==> src/rtl/mac4_matvec_seq.sv <==
`timescale 1ns/1ps
// mac4_matvec_seq
// Sequencer for one mac4 lane computing y = W*x (Q4.12). Each row of W is
// read from the weight RAM one 4-operand word ("chunk") at a time, paired
// with the matching vector word, and fed to an external combinational
// mac4. Per-chunk results are summed in a wide signed accumulator and each
// row is emitted as a saturated Q4.12 value on a valid/ready stream.
//
// Ports
//   clk, rst        clock, synchronous active-high reset
//   start_i         job request, sampled only in IDLE
//   rows_i, cols_i  job shape, latched on start (cols must be a multiple of 4)
//   busy_o          job in progress
//   done_o          one-cycle pulse at job end (also for a rejected job)
//   err_o           last job was rejected; cleared by the next accepted start
//   w_en_o/w_addr_o/w_rdata_i  weight RAM read port (1-cycle latency)
//   x_en_o/x_addr_o/x_rdata_i  vector RAM read port (1-cycle latency)
//   mac_a_o/mac_b_o/mac_result_i  operand lanes to / result from mac4
//   out_valid_o/out_ready_i/out_data_o/out_row_o/out_sat_o  row result stream
module mac4_matvec_seq #(
  parameter int DATA_WIDTH = 16,
  parameter int ACC_WIDTH  = 32,
  parameter int MAX_ROWS   = 64,
  parameter int MAX_COLS   = 64,
  parameter int ADDR_WIDTH = 12
) (
  input  logic                              clk,
  input  logic                              rst,
  input  logic                              start_i,
  input  logic [$clog2(MAX_ROWS+1)-1:0]     rows_i,
  input  logic [$clog2(MAX_COLS+1)-1:0]     cols_i,
  output logic                              busy_o,
  output logic                              done_o,
  output logic                              err_o,
  output logic                              w_en_o,
  output logic [ADDR_WIDTH-1:0]             w_addr_o,
  input  logic [4*DATA_WIDTH-1:0]           w_rdata_i,
  output logic                              x_en_o,
  output logic [ADDR_WIDTH-1:0]             x_addr_o,
  input  logic [4*DATA_WIDTH-1:0]           x_rdata_i,
  output logic [4*DATA_WIDTH-1:0]           mac_a_o,
  output logic [4*DATA_WIDTH-1:0]           mac_b_o,
  input  logic [DATA_WIDTH-1:0]             mac_result_i,
  output logic                              out_valid_o,
  input  logic                              out_ready_i,
  output logic [DATA_WIDTH-1:0]             out_data_o,
  output logic [$clog2(MAX_ROWS)-1:0]       out_row_o,
  output logic                              out_sat_o
);

  localparam int RW  = $clog2(MAX_ROWS+1);
  localparam int CW  = $clog2(MAX_COLS+1);
  localparam int ORW = $clog2(MAX_ROWS);

  localparam logic [RW-1:0] MAX_ROWS_C = RW'(MAX_ROWS);
  localparam logic [CW-1:0] MAX_COLS_C = CW'(MAX_COLS);

  // Q4.12 clip bounds expressed in accumulator width.
  localparam logic signed [ACC_WIDTH-1:0] SAT_MAX = ACC_WIDTH'((1 << (DATA_WIDTH-1)) - 1);
  localparam logic signed [ACC_WIDTH-1:0] SAT_MIN = ~SAT_MAX;

  typedef enum logic [1:0] {S_IDLE, S_ISSUE, S_ACC, S_EMIT} state_e;

  state_e                        state_q, state_d;
  logic [RW-1:0]                 rows_q, rows_d;
  logic [CW-1:0]                 nchunk_q, nchunk_d;   // cols/4
  logic [RW-1:0]                 row_q, row_d;
  logic [CW-1:0]                 chunk_q, chunk_d;
  logic [ADDR_WIDTH-1:0]         base_q, base_d;       // row*(cols/4), kept incrementally
  logic signed [ACC_WIDTH-1:0]   acc_q, acc_d;
  logic                          done_q, done_d;
  logic                          err_q, err_d;
  logic                          out_valid_q, out_valid_d;
  logic [DATA_WIDTH-1:0]         out_data_q, out_data_d;
  logic [ORW-1:0]                out_row_q, out_row_d;
  logic                          out_sat_q, out_sat_d;

  logic signed [ACC_WIDTH-1:0]   acc_sum;
  logic                          job_bad;
  logic [DATA_WIDTH:0]           sat_res;

  // Returns {clipped, value}.
  function automatic logic [DATA_WIDTH:0] saturate(input logic signed [ACC_WIDTH-1:0] a);
    logic [DATA_WIDTH:0] r;
    if (a > SAT_MAX)      r = {1'b1, SAT_MAX[DATA_WIDTH-1:0]};
    else if (a < SAT_MIN) r = {1'b1, SAT_MIN[DATA_WIDTH-1:0]};
    else                  r = {1'b0, a[DATA_WIDTH-1:0]};
    return r;
  endfunction

  assign acc_sum = acc_q + $signed({{(ACC_WIDTH-DATA_WIDTH){mac_result_i[DATA_WIDTH-1]}}, mac_result_i});
  assign sat_res = saturate(acc_sum);
  assign job_bad = (rows_i == '0) || (cols_i == '0) || (cols_i[1:0] != 2'b00) ||
                   (rows_i > MAX_ROWS_C) || (cols_i > MAX_COLS_C);

  // NOTE: every signal gets its default before the case so no path leaves
  // one unassigned; an unassigned path in always_comb would infer a latch.
  always_comb begin
    state_d     = state_q;
    rows_d      = rows_q;
    nchunk_d    = nchunk_q;
    row_d       = row_q;
    chunk_d     = chunk_q;
    base_d      = base_q;
    acc_d       = acc_q;
    done_d      = 1'b0;
    err_d       = err_q;
    out_valid_d = out_valid_q;
    out_data_d  = out_data_q;
    out_row_d   = out_row_q;
    out_sat_d   = out_sat_q;

    unique case (state_q)
      S_IDLE: begin
        if (start_i) begin
          rows_d   = rows_i;
          nchunk_d = cols_i >> 2;
          if (job_bad) begin
            // Rejected: report and stay idle, busy never rises.
            err_d  = 1'b1;
            done_d = 1'b1;
          end else begin
            err_d   = 1'b0;
            row_d   = '0;
            chunk_d = '0;
            base_d  = '0;
            acc_d   = '0;
            state_d = S_ISSUE;
          end
        end
      end

      S_ISSUE: state_d = S_ACC;

      S_ACC: begin
        acc_d = acc_sum;
        if (chunk_q == nchunk_q - CW'(1)) begin
          // Capture the row result on the way into EMIT so it is held
          // stable for as long as downstream stalls.
          out_valid_d = 1'b1;
          out_row_d   = row_q[ORW-1:0];
          out_sat_d   = sat_res[DATA_WIDTH];
          out_data_d  = sat_res[DATA_WIDTH-1:0];
          state_d     = S_EMIT;
        end else begin
          chunk_d = chunk_q + CW'(1);
          state_d = S_ISSUE;
        end
      end

      S_EMIT: begin
        if (out_ready_i) begin
          out_valid_d = 1'b0;
          if (row_q == rows_q - RW'(1)) begin
            done_d  = 1'b1;
            state_d = S_IDLE;
          end else begin
            row_d   = row_q + RW'(1);
            chunk_d = '0;
            acc_d   = '0;
            base_d  = base_q + ADDR_WIDTH'(nchunk_q);
            state_d = S_ISSUE;
          end
        end
      end

      default: state_d = S_IDLE;
    endcase
  end

  // NOTE: reset is synchronous here and has priority over everything else,
  // including a job in flight.
  always_ff @(posedge clk) begin
    if (rst) begin
      state_q     <= S_IDLE;
      rows_q      <= '0;
      nchunk_q    <= '0;
      row_q       <= '0;
      chunk_q     <= '0;
      base_q      <= '0;
      acc_q       <= '0;
      done_q      <= 1'b0;
      err_q       <= 1'b0;
      out_valid_q <= 1'b0;
      out_data_q  <= '0;
      out_row_q   <= '0;
      out_sat_q   <= 1'b0;
    end else begin
      // NOTE: non-blocking so every register samples the pre-edge values.
      state_q     <= state_d;
      rows_q      <= rows_d;
      nchunk_q    <= nchunk_d;
      row_q       <= row_d;
      chunk_q     <= chunk_d;
      base_q      <= base_d;
      acc_q       <= acc_d;
      done_q      <= done_d;
      err_q       <= err_d;
      out_valid_q <= out_valid_d;
      out_data_q  <= out_data_d;
      out_row_q   <= out_row_d;
      out_sat_q   <= out_sat_d;
    end
  end

  // RAM ports and mac operands are only non-zero in their own state.
  assign busy_o      = (state_q != S_IDLE);
  assign done_o      = done_q;
  assign err_o       = err_q;
  assign w_en_o      = (state_q == S_ISSUE);
  assign x_en_o      = (state_q == S_ISSUE);
  assign w_addr_o    = (state_q == S_ISSUE) ? base_q + ADDR_WIDTH'(chunk_q) : '0;
  assign x_addr_o    = (state_q == S_ISSUE) ? ADDR_WIDTH'(chunk_q) : '0;
  assign mac_a_o     = (state_q == S_ACC) ? w_rdata_i : '0;
  assign mac_b_o     = (state_q == S_ACC) ? x_rdata_i : '0;
  assign out_valid_o = out_valid_q;
  assign out_data_o  = out_data_q;
  assign out_row_o   = out_row_q;
  assign out_sat_o   = out_sat_q;

endmodule

==> config.mk <==
export PLATFORM = sky130hd
export DESIGN_NAME = mac4_matvec_seq
export DESIGN_NICKNAME = d
export VERILOG_FILES = /design/src/rtl/mac4_matvec_seq.sv
export SDC_FILE = /design/constraint.sdc
export NUM_CORES = 1
export LEC_CHECK = 0
export ABC_AREA = 0
export CORE_MARGIN = 2
export CORE_UTILIZATION = 34
export DETAILED_ROUTE_END_ITERATION = 16
export PLACE_DENSITY = 0.67
export SYNTH_ARGS = -nofsm -noshare
export SYNTH_HDL_FRONTEND = slang
export SYNTH_SLANG_ARGS = --single-unit
==> constraint.sdc <==
create_clock -name clk -period 6.5 [get_ports clk]
set_input_delay 1.95 -clock clk [delete_from_list [all_inputs] [get_ports clk]]
set_output_delay 1.95 -clock clk [all_outputs]
set_load 0.005 [all_outputs]
==> results of run 1 <==
==> registers in the layout (all words and copies together) (netlist names) <==
| signal | flops |
|---|---|
| out_row_o | 6 |
| row_q | 7 |
| nchunk_q | 5 |
| chunk_q | 7 |
| done_o | 1 |
| out_valid_o | 1 |
| base_q | 12 |
| acc_q | 32 |
| rows_q | 7 |
| err_o | 1 |
| out_data_o | 16 |
| state_q | 2 |
| out_sat_o | 1 |
==> layout by cell type, fill, tap and decap left out, types with 12 or more instances in the layout <==
cell type,count
dfxtp_1,98
or3_1,13
inv_1,26
and2_1,141
a21oi_1,109
o21ai_0,38
clkdlybuf4s50_1,336
o211ai_1,20
nand2_1,112
nor2_1,58
xor2_1,22
xnor2_1,44
nor3_1,21
nand3_1,46
a21o_1,12
ha_1,51
==> per-layer routing <==
layer,up-vias,track usage (%),routed length [um]
met5,-,0,26
met4,4,10.1,759
met3,35,7.77,2510
met2,288,50.7,17700
met1,4113,33.2,14100
li1,4182,-,-
==> final cells by class <==
cell class              instances  area (um2)
well taps                     285         357
flip-flops and latches         98        1960
clock inverters                 7        76.3
diodes                         10        25.0
clock buffers                   9         225
repair buffers                344        3430
inverters                      27         101
multi-input cells             835        5420
fillers                      2203       10900
==> kinds of logic (layout without fill, tap and decap cells) <==
logic type               Yosys count  count (layout)
XOR/XNOR                          67              67
AO/OA/AOI/OAI                    260             260
multiplexers                       4               4
AND/OR/NAND/NOR                  444             444
other                              1              15
flip-flops                        98              98
buffers and inverters             93             387
adder cells (fa/ha/maj)           55              55
==> worst paths after layout <==
| path | to | slack, ns | cells after the start |
|---|---|---|---|
| setup reg to reg | out_data_o[2] | 2.39 | 12 |
| setup / recovery | mac_a_o[45] | 1.16 | 3 |
| hold / removal | out_row_o[1] | 0.46 | 2 |
| hold reg to reg | out_row_o[1] | 0.46 | 2 |
==> power by group through the flow <==
stage | logic, mW | clock network (mW) | registers, mW
finish | 0.836 | 0.552 | 0.650
global route | 0.909 | 0.588 | 0.653
CTS | 0.839 | 0.561 | 0.649
detailed placement | 0.837 | 0 | 0.663
global placement | 0.830 | 0 | 0.663
floorplan | 0.445 | 0 | 0.656
==> metrics by stage <==
step | hold WS (ns) | worst slack [ns] | util (%) | instance area, um2 | instances
finish | 0.457 | 1.16 | 51.5 | 11600 | 1615
floorplan | 0.436 | 1.77 | - | 7780 | 1026
global placement | 0.443 | 0.927 | 50.1 | 11300 | 1589
CTS | 0.462 | 1.19 | 51.4 | 11600 | 1605
global route | 0.476 | 0.939 | 51.5 | 11600 | 1613
detailed placement | 0.451 | 0.897 | 50.1 | 11300 | 1589
==> critical path: cells and delay by family <==
kind / cells / cell delay, ns
buffers and inverters: 2 / 1.23
and+or+nand+nor: 1 / 0.20
==> flow_metrics.tcl, run 1 <==
set metrics [dict create \
    die_y_um 155 \
    yosysMostFrequentCell "and2_1" \
    synth_cell_types 74 \
    synth_top_family_by_area "simple AND/OR/NAND/NOR gates" \
    maxCapViolCount 0 \
    fin_crit_ns 5.34 \
    die_w_um 155 \
    critPathKind "in -> out" \
    root_buffer "clkbuf_16" \
    core-area_um2 22500 \
    place_congestion 0.977 \
    ys_top_cells_by_count "141 x and2_1, 112 x nand2_1, 109 x a21oi_1, 98 x dfxtp_1, 58 x nor2_1" \
    setup_viol 0 \
    worstPathRequired_ns 4.55 \
    synth-edff-count 0 \
    yosys.area_share.adder_pct 9.15 \
    path_cells "clkdlybuf4s50_1, and2_1, clkdlybuf4s50_1" \
    tns_ns 0 \
    max_freq_mhz 187 \
    fin_crit_sh_pct 82.1 \
    clk_latency_ns 0.36 \
    drc 0 \
    crit_start "w_rdata_i[45]" \
    post_cts_buffers 0 \
    drive_above_1_share_pct 3.94 \
    grt_pass1_wl_mm 51.8 \
    path_common_cell "clkdlybuf4s50_1" \
    htreeDepth 3 \
    grt_usage_pct 28.6 \
    peakVddDrop_mv 0.160 \
    wire_per_inst_um 21.7 \
    drt-total-wl_mm 35.1 \
    start_kind "input port" \
    grt_max_degree 133 \
    finalPower_mw 2.04 \
    synth_xor_area_share_pct 7.73 \
    path_clk_slew_ns 0.07 \
    worst_slew_pin_slew_ns 1.10 \
    layout.nets 1532 \
    hold_class "reg -> reg" \
    p_sw_share_pct 37.8 \
    ys.flop_type "dfxtp_1" \
    yosysTopAreaCell "dfxtp_1" \
    portBuffers 337 \
    status "completed" \
    critPathMaxStageDelay_ns 0.66 \
    slew_viol_final 0 \
    p_switching_uw 770 \
    clockBufferDepth 2 \
    hpwl_mm 29.2 \
    area_growth_pct 49.4 \
    syn_inst 1022 \
    vias 8622 \
    clkPwrFrac_pct 27.1 \
    yosys.area.top_type_share_pct 25.3 \
    p_comb_share_pct 41.0 \
    hold_viol_final 0 \
    pwr_density_cell_nw_per_um2 176 \
    initial_core_util_pct 34.5 \
    ant_nets 0 \
    synthMuxAreaShare_pct 0.516 \
    cts_resized 0 \
    rows 55 \
    skew_ns 0.0132 \
    hp-start "out_row_o[1]" \
    synth_area_um2 7770 \
    yosysSeqAreaShare_pct 25.3 \
    rsz0062_at_grt "false" \
    syn_area_per_cell_um2 7.60 \
    setup.worst_path.end_class "output pin" \
    routed_via_density 5.34 \
    maxSlewHeadroom_pct 26.7 \
    boundaryPins 343 \
    cts_buffers 9 \
    drt_iter0_drc 684 \
    cts_tree "yes" \
    yosys-top-cells-area "dfxtp_1 25%, and2_1 11%, ha_1 8.4%" \
    synth_seq_cells 98 \
    grt-ovfl-total 0 \
    synth_compound_area_share_pct 22.1 \
    dr.pass1.iters 5 \
    dieArea_um2 24100 \
    synth-simple-area-share_pct 29.9 \
    seqPwrFrac_pct 31.9 \
    clock_sinks 98 \
    rr_startpoint "state_q[0]" \
    grt_antenna_before_repair 12 \
    synth_async_sr_flop_share_pct 0 \
    power.internal_mw 1.27 \
    cp_max_fo 1 \
    power.leakage_nw 4.31 \
    slowest_stage "clkdlybuf4s50_1" \
    worstPathArrival_ns 3.39 \
    grt_pass1_vias 8086 \
    yosys_warnings 0 \
    cts_hold_buf 0 \
]
Note: power is estimated with default switching activity, not from simulation.
==> run 2, diff against run 1 <==
==> constraint.sdc (replaced) <==
create_clock -name clk -period 5.3 [get_ports clk]
set_input_delay 1.59 -clock clk [delete_from_list [all_inputs] [get_ports clk]]
set_output_delay 1.59 -clock clk [all_outputs]
set_load 0.005 [all_outputs]
==> flow_metrics.tcl, run 2 (synthesis gave the netlist of run 1 again) <==
set metrics [dict create \
    rows 55 \
    wire_per_inst_um 21.6 \
    fin_crit_ns 4.92 \
    cts_resized 0 \
    critPathMaxStageDelay_ns 0.59 \
    crit_start "mac_result_i[15]" \
    rr_startpoint "acc_q[0]" \
    r2r_end "out_data_o[4]" \
    clk_latency_ns 0.36 \
    hpwl_mm 29.4 \
    die_y_um 155 \
    setup_viol 0 \
    place_congestion 0.988 \
    core-area_um2 22500 \
    area_growth_pct 50.7 \
    r2r.worst_path.cells 12 \
    rrSetupSlack_ns 1.83 \
    post_cts_buffers 0 \
    power.internal_mw 1.60 \
    pwr_density_cell_nw_per_um2 216 \
    status "completed" \
    cts_hold_buf 0 \
    p_switching_uw 925 \
    largest_register "acc_q" \
    rsz0062_at_grt "false" \
    start_kind "input port" \
    maxCapViolCount 0 \
    p_comb_share_pct 41.3 \
    p_sw_share_pct 36.6 \
    path_clk_slew_ns 0.07 \
    tns_ns 0 \
    fillCellCount 2125 \
    cts_buffers 9 \
    htreeDepth 3 \
    die_w_um 155 \
    worst_slew_pin_slew_ns 0.841 \
    grt_usage_pct 28.6 \
    slew_viol_final 0 \
    power.leakage_nw 4.36 \
    hold_class "reg -> reg" \
    drive_above_1_share_pct 4.65 \
    boundaryPins 343 \
    peakVddDrop_mv 0.190 \
    drt_iter0_drc 657 \
    worstPathArrival_ns 5.20 \
    dr.pass1.iters 6 \
    layout.nets 1544 \
    layout_commonest_cell "clkdlybuf4s50_1" \
    clock_sinks 98 \
    seqPwrFrac_pct 31.5 \
    grt_pass1_vias 8141 \
    clockBufferDepth 2 \
    grt-ovfl-total 0 \
    dieArea_um2 24100 \
    skew_ns 0.0104 \
    maxSlewHeadroom_pct 43.6 \
    slowest_stage "clkdlybuf4s50_1" \
    max_freq_mhz 203 \
    cts_tree "yes" \
    routed_via_density 5.35 \
    worstPathRequired_ns 5.58 \
    drt-total-wl_mm 35.1 \
    grt_antenna_before_repair 13 \
    vias 8707 \
    layout_common_cells "336 x clkdlybuf4s50_1, 141 x and2_1, 112 x nand2_1" \
    setup.worst_path.end_class "flip-flop" \
    hold_viol_final 0 \
    holdWs_ns 0.454 \
    fin_crit_sh_pct 92.8 \
    critPathKind "in -> reg" \
    drc 0 \
    largest_reg_flops 32 \
    initial_core_util_pct 34.5 \
    crit_end "out_data_o[4]" \
    portBuffers 337 \
    grt_pass1_wl_mm 51.6 \
    root_buffer "clkbuf_16" \
    clkPwrFrac_pct 27.2 \
    cp_max_fo 16 \
    path_cells "clkdlybuf4s50_1, ha_1, a21oi_1, o21ai_0, a32oi_1, o311ai_1, a21o_1, or4_1, and3_4, and2_4, a31o_4, o22ai_1" \
    ant_nets 0 \
    grt_max_degree 107 \
    hp-start "out_row_o[4]" \
]
-- run 2: cell type report --
class                      count  area (um2)  area share, %
clock inverter                 6        75.1          0.642
timing repair buffer         356        3540           30.2
multi-input combinational    835        5420           46.3
antenna                       10        25.0          0.214
inverter                      27         101          0.866
tap                          285         357           3.05
sequential                    98        1960           16.8
clock buffer                  10         229           1.96
-- run 2: worst min-delay path by stage --
stage,to,slack [ns],depth (start not counted)
6_report,out_row_o[4],0.45,2
5_1_grt,acc_q[21],0.48,2
4_1_cts,acc_q[0],0.46,2
3_5_place_dp,out_row_o[4],0.45,2
3_3_place_gp,acc_q[12],0.44,2
2_1_floorplan,acc_q[17],0.44,2
-- run 2: worst max-delay path: cells and delay by family --
kind / cells / cell delay, ns
compound gates: 7 / 1.78
simple gates: 3 / 0.78
buf+inv: 1 / 0.59
fa+ha+maj: 1 / 0.46
-- run 2: per-layer routing --
| metal | up-vias | routed length [um] | GRT usage (%) |
|---|---|---|---|
| met5 | - | 26 | 0 |
| met4 | 4 | 1030 | 11.2 |
| met3 | 53 | 2620 | 7.21 |
| met2 | 331 | 17300 | 49.8 |
| met1 | 4129 | 14100 | 33.8 |
| li1 | 4190 | - | - |
-- run 2: per-stage QoR --
| stage | area [um2] | instances | util [%] | total power [mW] | setup slack (ns) |
|---|---|---|---|---|---|
| finish | 11700 | 1627 | 52.0 | 2.53 | 0.379 |
| global route | 11700 | 1624 | 52.0 | 2.67 | 0.207 |
| CTS | 11700 | 1617 | 51.9 | 2.54 | 0.422 |
| detailed placement | 11400 | 1601 | 50.5 | 1.85 | 0.0767 |
| global placement | 11400 | 1601 | 50.5 | 1.84 | 0.0661 |
| floorplan | 7780 | 1026 | - | 1.35 | 0.934 |
-- run 2: power groups by stage --
| stage | clock network, mW | logic, mW | registers, mW |
|---|---|---|---|
| after floorplan | 0 | 0.546 | 0.805 |
| after global placement | 0 | 1.03 | 0.812 |
| after detailed placement | 0 | 1.03 | 0.814 |
| after CTS | 0.700 | 1.04 | 0.796 |
| after global routing | 0.729 | 1.13 | 0.802 |
| final | 0.688 | 1.04 | 0.797 |
